[src/rtl/timer_pkg.sv]
// Timer time-base shared types: counting mode, direction
// encodings and default widths.
package timer_pkg;

  typedef enum logic [1:0] {
    EDGE    = 2'b00,
    CENTER1 = 2'b01,
    CENTER2 = 2'b10,
    CENTER3 = 2'b11
  } cms_e;

  localparam logic DIR_UP   = 1'b0;
  localparam logic DIR_DOWN = 1'b1;

  localparam int CNT_W_DEF = 16;
  localparam int PSC_W_DEF = 16;
  localparam int RCR_W_DEF = 8;

endpackage

[src/rtl/timer_prescaler.sv]
// Prescaler: shadowed divide value and free-running
// divider producing one tick every psc_act+1 running cycles.
module timer_prescaler
  import timer_pkg::*;
#(
  parameter int PSC_WIDTH = PSC_W_DEF
) (
  input  logic                 clk_i,
  input  logic                 aresetn_i,
  input  logic                 run,
  input  logic                 clr,
  input  logic                 load,
  input  logic [PSC_WIDTH-1:0] psc_i,
  output logic                 tick
);

  logic [PSC_WIDTH-1:0] psc_act;
  logic [PSC_WIDTH-1:0] psc_cnt;

  assign tick = run & (psc_cnt == psc_act);

  always_ff @(posedge clk_i or negedge aresetn_i) begin
    if (!aresetn_i) begin
      psc_act <= '0;
      psc_cnt <= '0;
    end else begin
      if (load) psc_act <= psc_i;
      if (clr || tick) psc_cnt <= '0;
      else if (run) psc_cnt <= psc_cnt + PSC_WIDTH'(1);
    end
  end

endmodule

[src/rtl/timer_time_base.sv]
// Timer time base: counter, auto-reload shadow, repetition
// counter, update event generation and one-pulse control.
module timer_time_base
  import timer_pkg::*;
#(
  parameter int CNT_WIDTH = CNT_W_DEF,
  parameter int PSC_WIDTH = PSC_W_DEF,
  parameter int RCR_WIDTH = RCR_W_DEF
) (
  input  logic                 clk_i,
  input  logic                 aresetn_i,
  input  logic                 cen_i,
  input  logic                 dir_i,
  input  logic [1:0]           cms_i,
  input  logic                 opm_i,
  input  logic                 arpe_i,
  input  logic                 udis_i,
  input  logic                 urs_i,
  input  logic                 ug_i,
  input  logic [PSC_WIDTH-1:0] psc_i,
  input  logic [CNT_WIDTH-1:0] arr_i,
  input  logic [RCR_WIDTH-1:0] rcr_i,
  output logic [CNT_WIDTH-1:0] cnt_o,
  output logic                 dir_o,
  output logic                 uev_o,
  output logic                 uif_o,
  output logic                 opm_stop_o
);

  localparam logic [CNT_WIDTH-1:0] ONE = CNT_WIDTH'(1);

  logic                 running;
  logic                 tick;
  logic                 cen_q;
  logic                 cen_rise;
  logic                 stopped;
  cms_e                 mode_q;
  cms_e                 cms_in;
  logic [CNT_WIDTH-1:0] cnt_q;
  logic [CNT_WIDTH-1:0] cnt_d;
  logic [CNT_WIDTH-1:0] arr_act;
  logic [CNT_WIDTH-1:0] ug_cnt;
  logic                 dir_q;
  logic                 dir_d;
  logic                 ug_dir;
  logic [RCR_WIDTH-1:0] rcr_act;
  logic [RCR_WIDTH-1:0] rep_q;
  logic [RCR_WIDTH-1:0] rep_d;
  logic                 evt;
  logic                 rep_done;
  logic                 ctr_uev;
  logic                 upd;
  logic                 uev_q;
  logic                 uif_q;
  logic                 ops_q;

  assign cms_in   = cms_e'(cms_i);
  assign running  = cen_i & ~stopped;
  assign cen_rise = cen_i & ~cen_q;

  timer_prescaler #(
    .PSC_WIDTH(PSC_WIDTH)
  ) u_psc (
    .clk_i    (clk_i),
    .aresetn_i(aresetn_i),
    .run      (running),
    .clr      (ug_i),
    .load     (upd),
    .psc_i    (psc_i),
    .tick     (tick)
  );

  // Up-compares use >= so a shrunk ARR without preload wraps at once.
  always_comb begin
    cnt_d = cnt_q;
    dir_d = (mode_q == EDGE) ? dir_i : dir_q;
    evt   = 1'b0;
    if (tick) begin
      if (arr_act == '0) begin
        cnt_d = '0;
      end else if (mode_q == EDGE) begin
        if (dir_i == DIR_UP) begin
          if (cnt_q >= arr_act) begin
            cnt_d = '0;
            evt   = 1'b1;
          end else begin
            cnt_d = cnt_q + ONE;
          end
        end else if (cnt_q == '0) begin
          cnt_d = arr_act;
          evt   = 1'b1;
        end else begin
          cnt_d = cnt_q - ONE;
        end
      end else if (dir_q == DIR_UP) begin
        if (cnt_q >= arr_act) begin
          cnt_d = arr_act - ONE;
          dir_d = DIR_DOWN;
          evt   = 1'b1;
        end else begin
          cnt_d = cnt_q + ONE;
        end
      end else if (cnt_q == '0) begin
        cnt_d = ONE;
        dir_d = DIR_UP;
        evt   = 1'b1;
      end else begin
        cnt_d = cnt_q - ONE;
      end
    end
  end

  assign rep_done = evt & (rep_q == '0);
  assign ctr_uev  = rep_done & ~udis_i & ~ug_i;
  assign upd      = ug_i | ctr_uev;

  // Reload takes the post-update repetition value.
  always_comb begin
    rep_d = rep_q;
    if (ug_i) rep_d = rcr_i;
    else if (rep_done) rep_d = ctr_uev ? rcr_i : rcr_act;
    else if (evt) rep_d = rep_q - RCR_WIDTH'(1);
  end

  assign ug_cnt = (cms_in == EDGE && dir_i == DIR_DOWN) ? arr_i : '0;
  assign ug_dir = (cms_in == EDGE) ? dir_i : DIR_UP;

  always_ff @(posedge clk_i or negedge aresetn_i) begin
    if (!aresetn_i) begin
      cnt_q   <= '0;
      dir_q   <= DIR_UP;
      mode_q  <= EDGE;
      rep_q   <= '0;
      stopped <= 1'b0;
      cen_q   <= 1'b0;
      arr_act <= '1;
      rcr_act <= '0;
      uev_q   <= 1'b0;
      uif_q   <= 1'b0;
      ops_q   <= 1'b0;
    end else begin
      cen_q <= cen_i;
      rep_q <= rep_d;
      if (ug_i) begin
        cnt_q  <= ug_cnt;
        dir_q  <= ug_dir;
        mode_q <= cms_in;
      end else begin
        cnt_q <= cnt_d;
        dir_q <= dir_d;
        if (!running) mode_q <= cms_in;
      end
      if (upd || !arpe_i) arr_act <= arr_i;
      if (upd) rcr_act <= rcr_i;
      if (ug_i) stopped <= 1'b0;
      else if (ctr_uev && opm_i) stopped <= 1'b1;
      else if (cen_rise) stopped <= 1'b0;
      uev_q <= upd;
      uif_q <= ctr_uev | (ug_i & ~urs_i);
      ops_q <= ctr_uev & opm_i;
    end
  end

  assign cnt_o      = cnt_q;
  assign dir_o      = dir_q;
  assign uev_o      = uev_q;
  assign uif_o      = uif_q;
  assign opm_stop_o = ops_q;

endmodule

[config.mk]
export PLATFORM = sky130hd
export DESIGN_NAME = timer_time_base
export DESIGN_NICKNAME = d
export VERILOG_FILES = /design/src/rtl/timer_pkg.sv /design/src/rtl/timer_prescaler.sv /design/src/rtl/timer_time_base.sv
export SDC_FILE = /design/constraint.sdc
export NUM_CORES = 1
export LEC_CHECK = 0
export BUFFER_PORTS_ARGS = -buffer_cell sky130_fd_sc_hd__buf_2
export CORE_UTILIZATION = 50
export CTS_BUF_LIST = sky130_fd_sc_hd__clkbuf_8
export DETAILED_ROUTE_END_ITERATION = 12
export PLACE_DENSITY = 0.79
export SETUP_SLACK_MARGIN = 0.2
export SYNTH_ARGS = -nofsm -noshare
export SYNTH_HDL_FRONTEND = slang
export SYNTH_SLANG_ARGS = --single-unit
[constraint.sdc]
create_clock -name clk_i -period 3.75 [get_ports clk_i]
set_input_delay 0.5625 -clock clk_i [delete_from_list [all_inputs] [get_ports clk_i]]
set_output_delay 0.5625 -clock clk_i [all_outputs]
set_load 0.03 [all_outputs]
==> summary.md, run 1 <==
| Metric | Value |
|---|---|
| Vias per Instance | `6.19` |
| Synth Net Count | `730` |
| Status | `finished, final reports clean` |
| Cell Area, Placed | `0.00667 mm^2` |
| Fmax | `0.303 GHz` |
| Area growth syn-to-layout | `12.5%` |
| Synth top area cells | `dfrtp_1 29%, mux2_1 7.2%, dfstp_2 6.9%` |
| Final setup fails | `0` |
| Slew Limit Fails | `0` |
| Share of power burned in registers | `46.1%` |
| Seq/Total Area, Yosys | `36.3%` |
| DP Wirelength | `12100 um` |
| Post-synth top area cell | `dfrtp_1` |
| Drt first pass iters | `7` |
| Distinct cells, synth | `64` |
| CP Capture Type | `flop` |
| Remaining DRCs | `0` |
| Total track usage | `28.1%` |
| Synth warn | `0` |
| First-pass GRT wire length | `27800 um` |
| Total grt overflow | `0` |
| Avg WL per Cell | `19.2 um` |
| Static leakage | `2.97 nW` |
| Num CTS Buffers | `9` |
| RePlAce Congestion | `0.952` |
| Worst-margin pin slew | `0.826 ns` |
| Clock root buffer | `clkbuf_8` |
| Starting Density | `51.1%` |
| CTS Buffer Depth | `2` |
| Post-synth EDFFs | `0` |
| Post-route antenna net violation count | `0` |
| Wire length on met2 | `8290 um` |
| Initial DRC Count | `340` |
| Register area | `0.00222 mm^2` |
| Final Hold Vio Count | `0` |
| RSZ-0062 raised after global routing | `no` |
| Clk sink count | `88` |
| # diodes | `0` |
| Total number of vias | `5413` |
| Largest net degree at the start of global routing | `66` |
| Setup Fix Bufs, Post-CTS | `0` |
| Final min period | `3.30 ns` |
| Met3 wire length | `1160 um` |
| Antenna violations before repair | `0` |
| TritonCTS clock tree | `built` |
| Hold WC Path Type | `input pin to asynchronous set/reset pin` |
| Core area | `0.0120 mm^2` |
| CTS HTree Levels | `3` |
| Post-Syn Area per Cell | `9.30 um^2` |
| PortBufs | `70` |
| Maximum VDD drop | `0.347 mV` |
| Post-synthesis register bit count | `88` |
| CP Max Fanout | `16` |
| Die Width | `113 um` |
| Critical path class | `flop to flop` |
| Psw | `0.787 mW` |
| Total Routed Length | `16800 um` |
| Hold-fix buffers at CTS | `0` |
| Synth Cell Area | `0.00611 mm^2` |
| Cell area after layout | `0.00688 mm^2` |
| Part of the power in the clock network | `29.4%` |
| Max-slew headroom | `44.9%` |
| Final net count | `795` |
| Asr flop ratio synth | `100%` |
| Multi-input logic area | `0.00363 mm^2` |
| I/O Pins | `71` |
| Top Metal Used | `met4` |
| P_int | `1.59 mW` |
| Vias in the first global route | `5432` |
| Setup TNS | `0 ns` |
| Max_cap viols | `0` |
| CP arrival | `3.62 ns` |
| Site row count | `40` |
| Share of layout cells above drive strength 1 | `20.2%` |
| Share of the synthesized area in the top cell type | `29.5%` |
| Final Cycle Share | `88.1%` |
| Sw Ratio | `33.1%` |
| Skew final | `0.0134 ns` |
| Fillers | `1049` |
| Post-synthesis cell count | `657` |
| Worst Setup Start Kind | `flop` |
| Critical path required time | `4.06 ns` |
| Die H | `113 um` |
| CTS clk-pin slew, worst paths | `0.10 ns` |
| Die Area | `0.0127 mm^2` |
| Combinational power share | `24.5%` |
| Skew-Pair Late Insertion Delay | `0.39 ns` |
| Top FF cell, synth | `dfrtp_1` |
| Power Density | `345 mW/mm^2` |
| Wire length on met1 | `6900 um` |
## power groups by stage
stage | Sequential (mW) | Clock, mW | Combinational (mW)
global route | 1.10 | 0.754 | 0.641
CTS | 1.09 | 0.714 | 0.578
global placement | 1.11 | 0 | 0.557
floorplan | 1.10 | 0 | 0.383
finish | 1.09 | 0.698 | 0.582
detailed placement | 1.11 | 0 | 0.574
## logic make-up (layout without fill, tap and decap cells)
| kind of cell | after synthesis | after routing | share of synthesized area, % |
|---|---|---|---|
| buffers and inverters | 68 | 138 | 4.44 |
| DFF | 88 | 88 | 36.3 |
| AOI/OAI and AO/OA | 144 | 144 | 17.2 |
| xor gates and xnor gates | 72 | 72 | 10.3 |
| muxes | 58 | 58 | 10.4 |
| and+or+nand+nor | 205 | 205 | 16.8 |
| adders and majority gates | 22 | 22 | 4.50 |
## what timing repair did
action                     in CTS  in global routing
resized for setup               0                  3
hold endpoints to repair        0                  0
setup endpoints to repair       0                 23
## through the flow
| stage | worst slack (ns) | instances | total power, mW | hold slack (ns) | utilization (%) |
|---|---|---|---|---|---|
| after floorplan | 0.620 | 657 | 1.49 | 0.267 | - |
| after global placement | 0.400 | 858 | 1.66 | 0.462 | 55.7 |
| after detailed placement | 0.239 | 858 | 1.69 | 0.476 | 55.7 |
| after CTS | 0.201 | 874 | 2.39 | 0.279 | 57.4 |
| after global routing | 0.252 | 874 | 2.50 | 0.317 | 57.5 |
| final | 0.447 | 874 | 2.37 | 0.253 | 57.5 |
## placed cells by master, fill, tap and decap left out, types with 24 or more instances in the layout
cell type / n
nand2_1: 41
xnor2_1: 45
xor2_1: 27
mux2_1: 39
buf_2: 69
buf_4: 24
o21ai_0: 31
inv_1: 28
dfrtp_1: 72
nor2_1: 56
## registers in the layout, summed over array words and instances, names as in the netlist
name / count
cnt_o: 16
uif_o: 1
stopped: 1
opm_stop_o: 1
uev_o: 1
rcr_act: 8
cen_q: 1
u_psc.psc_act: 16
mode_q: 2
dir_o: 1
u_psc.psc_cnt: 16
rep_q: 8
arr_act: 16
## synthesized netlist by cell type, types with 3 or more instances
cell      instances
nor3_1           22
mux2_2            6
mux2_1           39
nor2b_1           4
o21ai_0          31
o31ai_1          17
xnor2_1          45
inv_1            27
a31oi_1           4
dfrtp_1          72
dfstp_2          16
a21oi_1          19
a221oi_1          6
or3_1             4
ha_1             22
nor2_1           56
a221o_1           4
nor3b_1           4
o211ai_1          4
a311oi_1          3
o211a_1           3
mux2i_1          13
nand2b_1          5
clkbuf_1         35
a211oi_1         11
or4_1             3
and2_1            3
and3_1           12
nand4_1          18
nand2_1          41
xor2_1           27
nand3_1          15
a22oi_1          16
nor4_1            6
o221a_2           6
## worst paths after layout
check,from,to,slack [ns],cells past startpoint
worst max-delay path,arr_act[9],arr_act[7],0.45,11
worst min-delay path,aresetn_i,cnt_o[11],0.25,1
worst max register to register,arr_act[9],arr_act[7],0.45,11
worst min register to register,rcr_act[3],rcr_act[3],0.50,1
max in group asynchronous,aresetn_i,arr_act[1],2.71,2
min in group clk_i,cen_i,cen_q,0.34,1
## routing by layer
layer  GRT usage (%)  up-vias
met5               0        -
met4            9.96        0
met3            5.99       29
met2            47.5      212
met1            35.4     2642
li1                -     2530
## worst max-delay path, cell delays in order (launching register included)
cell      delay, ns
dfstp_2        0.58
inv_1          0.07
ha_1           0.28
a21oi_1        0.20
o21ai_0        0.13
a211oi_1       0.43
and3_1         0.29
buf_4          0.24
a211oi_4       0.10
a211oi_4       0.24
buf_4          0.31
mux2_1         0.36
## layout make-up
| type | instances | share of cell area, % |
|---|---|---|
| clock inverter | 6 | 0.964 |
| multi-input combinational | 501 | 52.8 |
| timing repair buffer | 93 | 7.64 |
| sequential | 88 | 32.3 |
| inverter | 29 | 1.62 |
| tap | 147 | 2.67 |
| clock buffer | 10 | 2.00 |
Note: power is estimated with default switching activity, not from simulation.
==> inputs of run 2 (changes only) <==
Clock period 3.75 ns to 3.6 ns, I/O delays scaled along.
==> run 2 against run 1 <==
Hold slack worse by 0.091 ns; setup slack worse by 0.015 ns; sequential share of layout area down 0.21 points; routed wire length up 2.1%; power up 4.9%; count of clock-buffer cells in the layout unchanged; cell area up 0.65%; non-clock buffer count up 1; critical endpoint is now u_psc.psc_act[9]; largest cell class unchanged; highest routed layer is now met5.
==> summary.md, run 2 (same netlist as run 1, synthesis figures left out) <==
| Metric | Value |
|---|---|
| Worst Setup Start Kind | `flop` |
| Wire length on met2 | `8360 um` |
| Share of power burned in registers | `45.9%` |
| Fmax | `0.316 GHz` |
| DP Wirelength | `12300 um` |
| Clk sink count | `88` |
| Critical Path, Cell by Cell | `inv_1, ha_1, nand4_1, nor3_2, o311ai_2, and3_2, a2111oi_4, nor2_2, inv_2, buf_12, mux2_1` |
| Clock root buffer | `clkbuf_8` |
| Core area | `0.0120 mm^2` |
| Drt first pass iters | `5` |
| Final setup fails | `0` |
| I/O Pins | `71` |
| Avg WL per Cell | `19.6 um` |
| Die H | `113 um` |
| Part of the power in the clock network | `29.5%` |
| Critical path class | `flop to flop` |
| CP Max Fanout | `25` |
| RSZ-0062 raised after global routing | `no` |
| RePlAce Congestion | `0.943` |
| Maximum VDD drop | `0.298 mV` |
| Vias in the first global route | `5620` |
| Max-slew headroom | `48.1%` |
| First-pass GRT wire length | `28400 um` |
| Static leakage | `2.98 nW` |
| PortBufs | `70` |
| Critical path depth in cells | `11` |
| Final min period | `3.17 ns` |
| Wire length on met1 | `6770 um` |
| Critical path required time | `3.87 ns` |
| Vias per Instance | `6.25` |
| CTS HTree Levels | `3` |
| Slew Limit Fails | `0` |
| Share of layout cells above drive strength 1 | `20.7%` |
| Starting Density | `51.1%` |
| FF-to-FF setup slack | `0.43 ns` |
| Skew-Pair Late Insertion Delay | `0.39 ns` |
| Total Routed Length | `17100 um` |
| Most frequent cells in the layout | `72 x dfrtp_1, 69 x buf_2, 56 x nor2_1, 45 x xnor2_1, 41 x nand2_1` |
| Largest net degree at the start of global routing | `53` |
| Crit path launch | `arr_act[15]` |
| TritonCTS clock tree | `built` |
| Remaining DRCs | `0` |
| Total track usage | `28.5%` |
| Post-route antenna net violation count | `0` |
| # diodes | `0` |
| CTS clk-pin slew, worst paths | `0.09 ns` |
| Final Hold Vio Count | `0` |
| Critical Path End | `u_psc.psc_act[9]` |
| Area growth syn-to-layout | `13.2%` |
| Worst-margin pin slew | `0.778 ns` |
| Sw Ratio | `33.5%` |
| CTS Buffer Depth | `2` |
| Psw | `0.833 mW` |
| Most common cell after layout, fill and taps aside | `dfrtp_1` |
| Fillers | `1053` |
| Die Width | `113 um` |
| Final net count | `796` |
| Total grt overflow | `0` |
| Antenna violations before repair | `1` |
| Crit-path max cell delay | `0.59 ns` |
| Final Cycle Share | `88.0%` |
| Post-placement worst setup slack | `0.146 ns` |
| Status | `finished, final reports clean` |
| CP Capture Type | `flop` |
| WP buf/inv | `3` |
| Initial DRC Count | `385` |
| Reg-to-reg critical path endpoint | `u_psc.psc_act[9]` |
| Total number of vias | `5466` |
| Top Metal Used | `met5` |
| Skew final | `0.0129 ns` |
| Hold WC Path Type | `input pin to asynchronous set/reset pin` |
| Worst reg2reg startpoint | `arr_act[15]` |
| P_int | `1.66 mW` |
| CP arrival | `3.44 ns` |
| Met3 wire length | `1270 um` |
| Power Density | `360 mW/mm^2` |
| Max_cap viols | `0` |
| Hold Worst Slack | `0.163 ns` |
| Site row count | `40` |
| Reg2reg path depth | `11` |
| Worst setup margin | `0.432 ns` |
| Setup TNS | `0 ns` |
| Num CTS Buffers | `9` |
| Combinational power share | `24.7%` |
| Largest delay contributor family on the critical path | `simple AND/OR/NAND/NOR gates` |
| Slowest cell on crit path | `dfstp_2` |
| Die Area | `0.0127 mm^2` |
## run 2: through the flow
stage          power (mW)  area, um^2  instances  utilization [%]
6_report             2.49        6920        875             57.9
5_1_grt              2.61        6920        875             57.9
4_1_cts              2.49        6900        875             57.7
3_5_place_dp         1.76        6690        859             55.9
3_3_place_gp         1.73        6690        859             55.9
2_1_floorplan        1.55        6110        657                -
## run 2: layer usage
layer | GRT usage [%] | up-vias
met5 | 0 | -
met1 | 35.1 | 2628
li1 | - | 2528
met4 | 13.2 | 2
met2 | 48.1 | 241
met3 | 5.67 | 67
## run 2: worst min-delay path by stage
| stage | start | endpoint | depth (start not counted) |
|---|---|---|---|
| floorplan | aresetn_i | cen_q | 0 |
| global placement | rcr_act[3] | rcr_act[3] | 1 |
| detailed placement | rcr_act[2] | rcr_act[2] | 1 |
| CTS | aresetn_i | cnt_o[9] | 1 |
| global route | aresetn_i | u_psc.psc_act[1] | 1 |
| finish | aresetn_i | cnt_o[10] | 1 |
## run 2: area by class of cell
cell class	instances	area (um^2)	area share (%)
clock inverter	6	67.6	0.976
multi-input combinational	501	3660	52.8
timing repair buffer	94	546	7.88
tap	147	184	2.66
clock buffer	10	138	1.99
inverter	29	109	1.57
sequential	88	2220	32.1
## run 2: timing repair
item	4_1_cts	5_1_grt
endpoints found under the setup margin	21	44
setup buffers	0	0
hold buffers	0	0
hold endpoints to repair	0	0
gates resized for setup	1	4
## run 2: power by group through the flow
stage / logic [mW] / clock network [mW] / registers [mW]
2_1_floorplan: 0.399 / 0 / 1.15
3_3_place_gp: 0.581 / 0 / 1.15
3_5_place_dp: 0.599 / 0 / 1.16
4_1_cts: 0.604 / 0.749 / 1.14
5_1_grt: 0.673 / 0.779 / 1.15
6_report: 0.614 / 0.734 / 1.14
